`src/rtl/alarm_ring_ctrl.sv`:
```
// rtl/alarm_ring_ctrl.sv - alarm ring sequencer: match detect, beep pattern, snooze, off, timeout
//
// Purpose:
//   Watches the clock time against the alarm time. On the first cycle of a
//   match it starts ringing, pulsing the buzzer in a fixed on/off pattern.
//   A snooze silences it for SNOOZE_SECS seconds, up to MAX_SNOOZE times per
//   event. aoff or dropping en stops the event. An unattended ring stops after
//   RING_SECS seconds and raises the sticky missed flag.
//
// Ports:
//   i_clk          system clock
//   i_reset        synchronous, active-high reset
//   i_en           alarm armed (level)
//   i_sec_tick     one-cycle pulse per elapsed second
//   i_hour/i_min/i_sec    current time
//   i_ahour/i_amin        alarm time
//   i_aoff         one-cycle pulse: stop the alarm / acknowledge missed
//   i_snooze       one-cycle pulse: snooze the alarm
//   o_buzz         buzzer drive (registered)
//   o_ringing      high while ringing
//   o_snoozing     high while snoozing
//   o_snooze_cnt   snoozes used in the current event
//   o_missed       last event ended by timeout (sticky)

module alarm_ring_ctrl #(
    parameter int BEEP_ON     = 4,
    parameter int BEEP_OFF    = 4,
    parameter int RING_SECS   = 60,
    parameter int SNOOZE_SECS = 300,
    parameter int MAX_SNOOZE  = 3
) (
    input  logic       i_clk,
    input  logic       i_reset,
    input  logic       i_en,
    input  logic       i_sec_tick,
    input  logic [5:0] i_hour,
    input  logic [5:0] i_min,
    input  logic [5:0] i_sec,
    input  logic [5:0] i_ahour,
    input  logic [5:0] i_amin,
    input  logic       i_aoff,
    input  logic       i_snooze,
    output logic       o_buzz,
    output logic       o_ringing,
    output logic       o_snoozing,
    output logic [2:0] o_snooze_cnt,
    output logic       o_missed
);

    localparam int SEC_MAX  = (RING_SECS > SNOOZE_SECS) ? RING_SECS : SNOOZE_SECS;
    localparam int W_SEC    = $clog2(SEC_MAX + 1);
    localparam int BEEP_LEN = BEEP_ON + BEEP_OFF;
    localparam int W_BEEP   = (BEEP_LEN > 1) ? $clog2(BEEP_LEN) : 1;

    localparam logic [W_SEC-1:0]  RING_LAST  = W_SEC'(RING_SECS - 1);
    localparam logic [W_SEC-1:0]  SNZ_LOAD   = W_SEC'(SNOOZE_SECS);
    localparam logic [W_SEC-1:0]  SNZ_ONE    = W_SEC'(1);
    localparam logic [W_BEEP-1:0] BEEP_LAST  = W_BEEP'(BEEP_LEN - 1);
    localparam logic [2:0]        SNZ_LIMIT  = 3'(MAX_SNOOZE);

    typedef enum logic [1:0] {
        ST_IDLE   = 2'd0,
        ST_RING   = 2'd1,
        ST_SNOOZE = 2'd2
    } state_t;

    state_t            r_state, w_state_next;
    logic              r_match_q;
    logic              w_match, w_trigger;
    logic [W_SEC-1:0]  r_ring_sec, w_ring_sec_next;
    logic [W_SEC-1:0]  r_snz_left, w_snz_left_next;
    logic [W_BEEP-1:0] r_beep, w_beep_next;
    logic [2:0]        r_snooze_cnt, w_snooze_cnt_next;
    logic              r_missed, w_missed_next;
    logic              r_buzz, w_buzz_next;
    logic              r_ringing, r_snoozing;

    assign w_match   = i_en && (i_hour == i_ahour) && (i_min == i_amin) && (i_sec == 6'd0);
    // Only the first cycle of a match starts an event; a held match is inert.
    assign w_trigger = w_match && !r_match_q;

    always_ff @(posedge i_clk) begin
        if (i_reset) begin
            r_state      <= ST_IDLE;
            r_match_q    <= 1'b0;
            r_ring_sec   <= '0;
            r_snz_left   <= '0;
            r_beep       <= '0;
            r_snooze_cnt <= 3'd0;
            r_missed     <= 1'b0;
            r_buzz       <= 1'b0;
            r_ringing    <= 1'b0;
            r_snoozing   <= 1'b0;
        end else begin
            r_state      <= w_state_next;
            r_match_q    <= w_match;
            r_ring_sec   <= w_ring_sec_next;
            r_snz_left   <= w_snz_left_next;
            r_beep       <= w_beep_next;
            r_snooze_cnt <= w_snooze_cnt_next;
            r_missed     <= w_missed_next;
            r_buzz       <= w_buzz_next;
            r_ringing    <= (w_state_next == ST_RING);
            r_snoozing   <= (w_state_next == ST_SNOOZE);
        end
    end

    always_comb begin
        w_state_next      = r_state;
        w_ring_sec_next   = r_ring_sec;
        w_snz_left_next   = r_snz_left;
        w_beep_next       = r_beep;
        w_snooze_cnt_next = r_snooze_cnt;
        w_missed_next     = r_missed;

        case (r_state)
            ST_IDLE: begin
                if (w_trigger) begin
                    w_state_next      = ST_RING;
                    w_ring_sec_next   = '0;
                    w_beep_next       = '0;
                    w_snooze_cnt_next = 3'd0;
                    w_missed_next     = 1'b0;
                end else if (i_aoff) begin
                    // aoff in IDLE only acknowledges a missed alarm.
                    w_missed_next = 1'b0;
                end
            end

            ST_RING: begin
                // r_beep is the pattern phase of the current cycle; advance it
                // so the registered buzz reflects the next cycle's phase.
                w_beep_next = (r_beep == BEEP_LAST) ? '0 : r_beep + 1'b1;

                if (!i_en || i_aoff) begin
                    w_state_next = ST_IDLE;
                end else if (i_snooze) begin
                    if (r_snooze_cnt < SNZ_LIMIT) begin
                        w_state_next      = ST_SNOOZE;
                        w_snooze_cnt_next = r_snooze_cnt + 3'd1;
                        w_snz_left_next   = SNZ_LOAD;
                    end else begin
                        // Snooze budget used up: the press ends the event.
                        w_state_next = ST_IDLE;
                    end
                end else if (i_sec_tick) begin
                    if (r_ring_sec == RING_LAST) begin
                        w_state_next  = ST_IDLE;
                        w_missed_next = 1'b1;
                    end else begin
                        w_ring_sec_next = r_ring_sec + 1'b1;
                    end
                end
            end

            ST_SNOOZE: begin
                if (!i_en || i_aoff) begin
                    w_state_next = ST_IDLE;
                end else if (i_sec_tick) begin
                    if (r_snz_left == SNZ_ONE) begin
                        w_state_next    = ST_RING;
                        w_ring_sec_next = '0;
                        w_beep_next     = '0;
                    end else begin
                        w_snz_left_next = r_snz_left - 1'b1;
                    end
                end
            end

            default: begin
                w_state_next = ST_IDLE;
            end
        endcase

        // Buzz only while the next cycle is a ring cycle in an on-phase; this
        // silences the buzzer on every exit from RING and in the other states.
        w_buzz_next = (w_state_next == ST_RING) && (int'(w_beep_next) < BEEP_ON);
    end

    assign o_buzz       = r_buzz;
    assign o_ringing    = r_ringing;
    assign o_snoozing   = r_snoozing;
    assign o_snooze_cnt = r_snooze_cnt;
    assign o_missed     = r_missed;

endmodule

```
`config.mk`:
```
export PLATFORM = sky130hd
export DESIGN_NAME = alarm_ring_ctrl
export DESIGN_NICKNAME = d
export VERILOG_FILES = /design/src/rtl/alarm_ring_ctrl.sv
export SDC_FILE = /design/constraint.sdc
export NUM_CORES = 1
export LEC_CHECK = 0
export BUFFER_PORTS_ARGS = -buffer_cell sky130_fd_sc_hd__buf_2
export CAP_MARGIN = 20
export CORE_MARGIN = 4
export CORE_UTILIZATION = 48
export CTS_BUF_LIST = sky130_fd_sc_hd__clkbuf_16
export DETAILED_ROUTE_END_ITERATION = 6
export PLACE_DENSITY = 0.76
export RECOVER_POWER = 100
export SYNTH_ARGS = -nofsm -noshare
export SYNTH_HDL_FRONTEND = slang
export SYNTH_SLANG_ARGS = --single-unit
export TNS_END_PERCENT = 10
```
`constraint.sdc`:
```
create_clock -name i_clk -period 1.9 [get_ports i_clk]
set_input_delay 0.095 -clock i_clk [delete_from_list [all_inputs] [get_ports i_clk]]
set_output_delay 0.095 -clock i_clk [all_outputs]
set_load 0.005 [all_outputs]
```
### Word-level counts from Yosys, hierarchy flattened

Cells that the tools add are included.

| storage, ports and cells | value |
|---|---|
| bits in registers | 31 |
| bits of input ports | 36 |
| output and inout bits | 7 |
| word-level logic and storage cells | 99 |

| cells by class | value |
|---|---|
| add/sub/neg operators | 4 |
| magnitude comparators | 2 |
| equality and inequality tests | 22 |
| multiplexer cells | 44 |
| reductions and logical operators | 17 |

Operator list:

| operator | count |
|---|---|
| two-way mux 9 bit | 14 |
| two-way mux 3 bit | 9 |
| case mux 9 bit (3 select lines) | 1 |
| inequality test 2 bit, second input constant | 12 |
| two-way mux 2 bit | 9 |
| case mux 9 bit (2 select lines) | 1 |
| == test 6 bit | 2 |
| adder 9 x 1 -> 9 bit, second input constant | 1 |
| == test 9 x 1 -> 1 bit, second input constant | 1 |
| == test 9 x 6 -> 1 bit, second input constant | 1 |
| case mux 3 bit (3 select lines) | 1 |
| AND reduction 9 bit | 1 |
| subtractor 9 x 1 -> 9 bit, second input constant | 1 |
| AND reduction 7 bit | 1 |
| adder 3 x 1 -> 3 bit, second input constant | 2 |
| zero test 6 bit | 1 |
| two-way mux 1 bit | 6 |
| case mux 2 bit (3 select lines) | 1 |
| case mux 3 bit (2 select lines) | 1 |
| AND reduction 6 bit | 1 |
| logical AND 1 bit | 5 |
| AND reduction 5 bit | 1 |
| == test 2 x 1 -> 1 bit, second input constant | 2 |
| == test 2 bit, second input constant | 2 |
| other kinds (10) | 12 |

### Logic depth before layout (Yosys ltp)

| depth | value |
|---|---|
| depth after elaboration | 9 |
| mapped depth | 8 |
| gate-level depth less buffers | 7 |

### Least setup slack after synthesis

OpenSTA, ideal clock, no wires.

| timing | value |
|---|---|
| path type | register to register |
| from | register r_snz_left[1] |
| to | register r_ring_sec[5] |
| setup time | 134 ps |
| arrival | 1782 ps |
| required time | 1766 ps |
| slack | -16 ps |
| cell stages (with the launch flop) | 8 |
| buffers on the path | 0 |
| period minus slack after synthesis | 1916 ps |
| cells stage by stage | dfxtp_1 -> inv_1 -> ha_1 -> or4b_1 -> o41a_2 -> o21ai_1 -> o41a_1 -> o22ai_1 |

| between the ends | value |
|---|---|
| cells in the longest elaborated chain, start to end | 3 |

RTL lines:

| what | line | RTL |
|---|---|---|
| start: declaration | 71 | `logic [W_SEC-1:0] r_snz_left, w_snz_left_next;` |
| start signal: assignment | 98 | `r_snz_left <= w_snz_left_next;` |
| == test 9 x 1 -> 1 bit | 160 | `if (r_snz_left == SNZ_ONE) begin` |
| inequality test 2 bit (no line) | - |  |
| AND reduction 9 bit (no line) | - |  |
| end signal: assignment | 97 | `r_ring_sec <= w_ring_sec_next;` |
| end: declaration | 70 | `logic [W_SEC-1:0] r_ring_sec, w_ring_sec_next;` |

No other way between the ends.
A chain may end at the register's enable or synchronous reset.

### Worst setup path in the final report

| timing | value |
|---|---|
| from | register r_snz_left[4] |
| to | register r_ring_sec[5] |

Same word-level chain as after synthesis.

==> reports/summary.txt <==
Placed Cells incl. Taps - 318
drt drc - 0
simple-gate share of the synthesized area - 31.4%
Die Ht - 70.4 µm
violated checks - setup timing
initial antenna violation count - 0
vias per inst - 5.81
Pwr Density - 628 mW/mm²
Clock transition at path regs - 0.05 ns
DRT iter0 DRCs - 122
Synth Area in XOR/XNOR - 6.56%
post-synth cell types - 56
outcome - finished with violations
core area - 0.00372 mm²
Port-buffer cells - 42
Startpoint Class - flip-flop
HP Class - in2reg
post-CTS setup buffers - 0
maximum vdd drop - 466 µV
drt first pass iters - 4
non-filler cells, final - 326
Layout Skew - 0.00579 ns
headroom to the max-slew limit - 68.2%
vias in the first global route - 1,806
Max Cap Violations - 0
top cell type's share of synthesized area - 33.2%
final setup vio count - 1
final setup margin - -0.00341 ns
ANT cells - 0
worst-margin pin slew - 0.477 ns
first-pass GRT wire length - 8.05 mm
largest net degree at the start of global routing - 26
fin. max-slew vios - 0
Initial Util - 50.3%
GRT Residual Overflow - 0
GRT Total Usage - 20.1%
die area - 0.00495 mm²
crit-path max FO - 7
ys flop type - dfxtp_1
Mapped Area - 0.00187 mm²
RSZ-0062 raised after global routing - true
Vias - 1,895
TritonCTS Buffers - 5
worst-skew pair later-pin latency - 0.27 ns
share of layout cells above drive strength 1 - 28.8%
routability-driven placement congestion ratio - 0.929
Die W - 70.4 µm
Async SR Flop Fraction - 0%
clock buffer depth - 2
# IOs - 43
dpl hpwl - 3.66 mm
final WL - 4.93 mm
Crit Path Class - reg2reg
WP data required - 2.04 ns
compound-gate portion of the synthesized area - 20.4%
Mapped Avg Cell Area - 8.61 µm²
Synth Instances - 217
H-tree depth - 2
Pleak - 0.970 nW
count leader, synth - dfxtp_1
synth warn - 0
mux cell area share after synthesis - 1.07%
number of flops mapped to enable cells by yosys - 0
pre-CTS WS - -0.129 ns
synth cell count leaders - dfxtp_1 (31), nand2_1 (18), nor2_1 (12), xnor2_1 (10)
syn_nets - 259
FMAX - 0.525 GHz
Total Power - 1.50 mW
Synth area leader - dfxtp_1
CTS tree - yes
Final #Nets - 319
Area Overhead vs Synth - 27.7%
fin crit share - 100%
Root Buffer - clkbuf_16
sequential share of the synthesized area - 33.2%
Crit. End Element - flip-flop
minimum clock period - 1.90 ns
post-route ant nets - 0
adder-cell share of the synthesized area - 4.02%
Worst Path Arrival - 2.04 ns
TritonCTS Sinks - 31
row count - 22
post-DR wirelength/cell - 15.1 µm
Area contributors post-synth - dfxtp_1 (33%), xnor2_1 (4.7%), ha_1 (4.0%)
main combinational cell family by area after synthesis - simple AND/OR/NAND/NOR gates
final hold violations - 0
register bit total from synthesis - 31
Hold Slack - 0.142 ns
==> final timing paths <==
check	slack [ns]	cells past startpoint	end	from
worst max-delay path	-0.003	5	r_ring_sec[5]	r_snz_left[4]
worst min-delay path	0.14	3	o_missed	i_aoff
worst max register to register	-0.003	5	r_ring_sec[5]	r_snz_left[4]
worst min register to register	0.46	2	r_snz_left[1]	r_snz_left[1]
==> cells in the final DEF, fill, tap and decap left out, types with 3 or more instances in the layout <==
master | netlist | final
nand4bb_1 | 3 | 3
buf_4 | 0 | 17
nand3_1 | 7 | 7
a31oi_1 | 8 | 8
and3_1 | 3 | 3
or3_1 | 4 | 4
a221oi_1 | 3 | 3
a211oi_1 | 4 | 4
xnor2_1 | 10 | 10
clkbuf_16 | 0 | 5
nand2_1 | 18 | 18
inv_1 | 7 | 8
ha_1 | 6 | 6
nor3_1 | 9 | 8
nor2_1 | 12 | 11
o21ai_0 | 7 | 7
xor2_1 | 4 | 4
nand2b_1 | 4 | 4
nor4_1 | 6 | 6
clkbuf_1 | 5 | 5
or4_1 | 4 | 4
buf_2 | 1 | 38
a311oi_1 | 4 | 4
a21oi_1 | 9 | 9
dfxtp_1 | 31 | 30
o31ai_1 | 3 | 4
==> area by class of cell <==
| cell class | instances | area (µm²) |
|---|---|---|
| clock inverters | 3 | 12.5 |
| multi-input cells | 172 | 1200 |
| well taps | 48 | 60.1 |
| flip-flops and latches | 31 | 622 |
| clock buffers | 5 | 125 |
| repair buffers | 60 | 337 |
| fillers | 348 | 1330 |
| inverters | 7 | 26.3 |
==> per-stage QoR <==
step                util, %  instance area [µm²]  TNS [ns]
finish                 64.2                 2390  -0.00341
global route           64.2                 2390    -0.451
CTS                    64.3                 2390         0
detailed placement     60.5                 2250    -0.688
global placement       60.5                 2250    -0.271
floorplan                 -                 1880         0
==> report_power, final <==
part           internal [mW]  switching, mW  leakage [nW]
logic                 0.0533         0.0517         0.644
clock network          0.472          0.271        0.0762
registers              0.651    0.000000389         0.250
total                   1.18          0.322         0.970
==> kinds of logic after synthesis <==
group                    count (synthesis)
AND/OR/NAND/NOR                         96
AO/OA/AOI/OAI                           54
flip-flops                              31
multiplexers                             2
adder cells (fa/ha/maj)                  6
XOR/XNOR                                14
buffers and inverters                   14
==> worst max-delay path, stage by stage, from the launching register on <==
cell and delay (ns):
dfxtp_1 0.31, or4_4 0.58, o41a_4 0.53, o21ai_1 0.13, o41a_1 0.15, o22ai_1 0.07
==> flip-flops by register name, summed over array words and instances (netlist names) <==
name / flops
o_missed: 1
o_ringing: 1
o_snoozing: 1
r_snz_left: 9
o_buzz: 1
r_match_q: 1
o_snooze_cnt: 3
r_ring_sec: 9
r_state: 2
r_beep: 3
==> what timing repair did <==
| item | in CTS | in global routing |
|---|---|---|
| pin swaps | 3 | 5 |
| gates resized for setup | 3 | 4 |
| endpoints found under the setup margin | 9 | 14 |
| hold buffers | 0 | 0 |
==> per-layer routing <==
metal  wire (µm)  up-vias  track usage [%]
met5           0        -                0
met4          62        0             6.17
met3         295        4             4.75
met2        2410       59             33.5
met1        2160      882             25.6
li1            -      950                -
No activity file was read; power rests on OpenSTA's default activity.
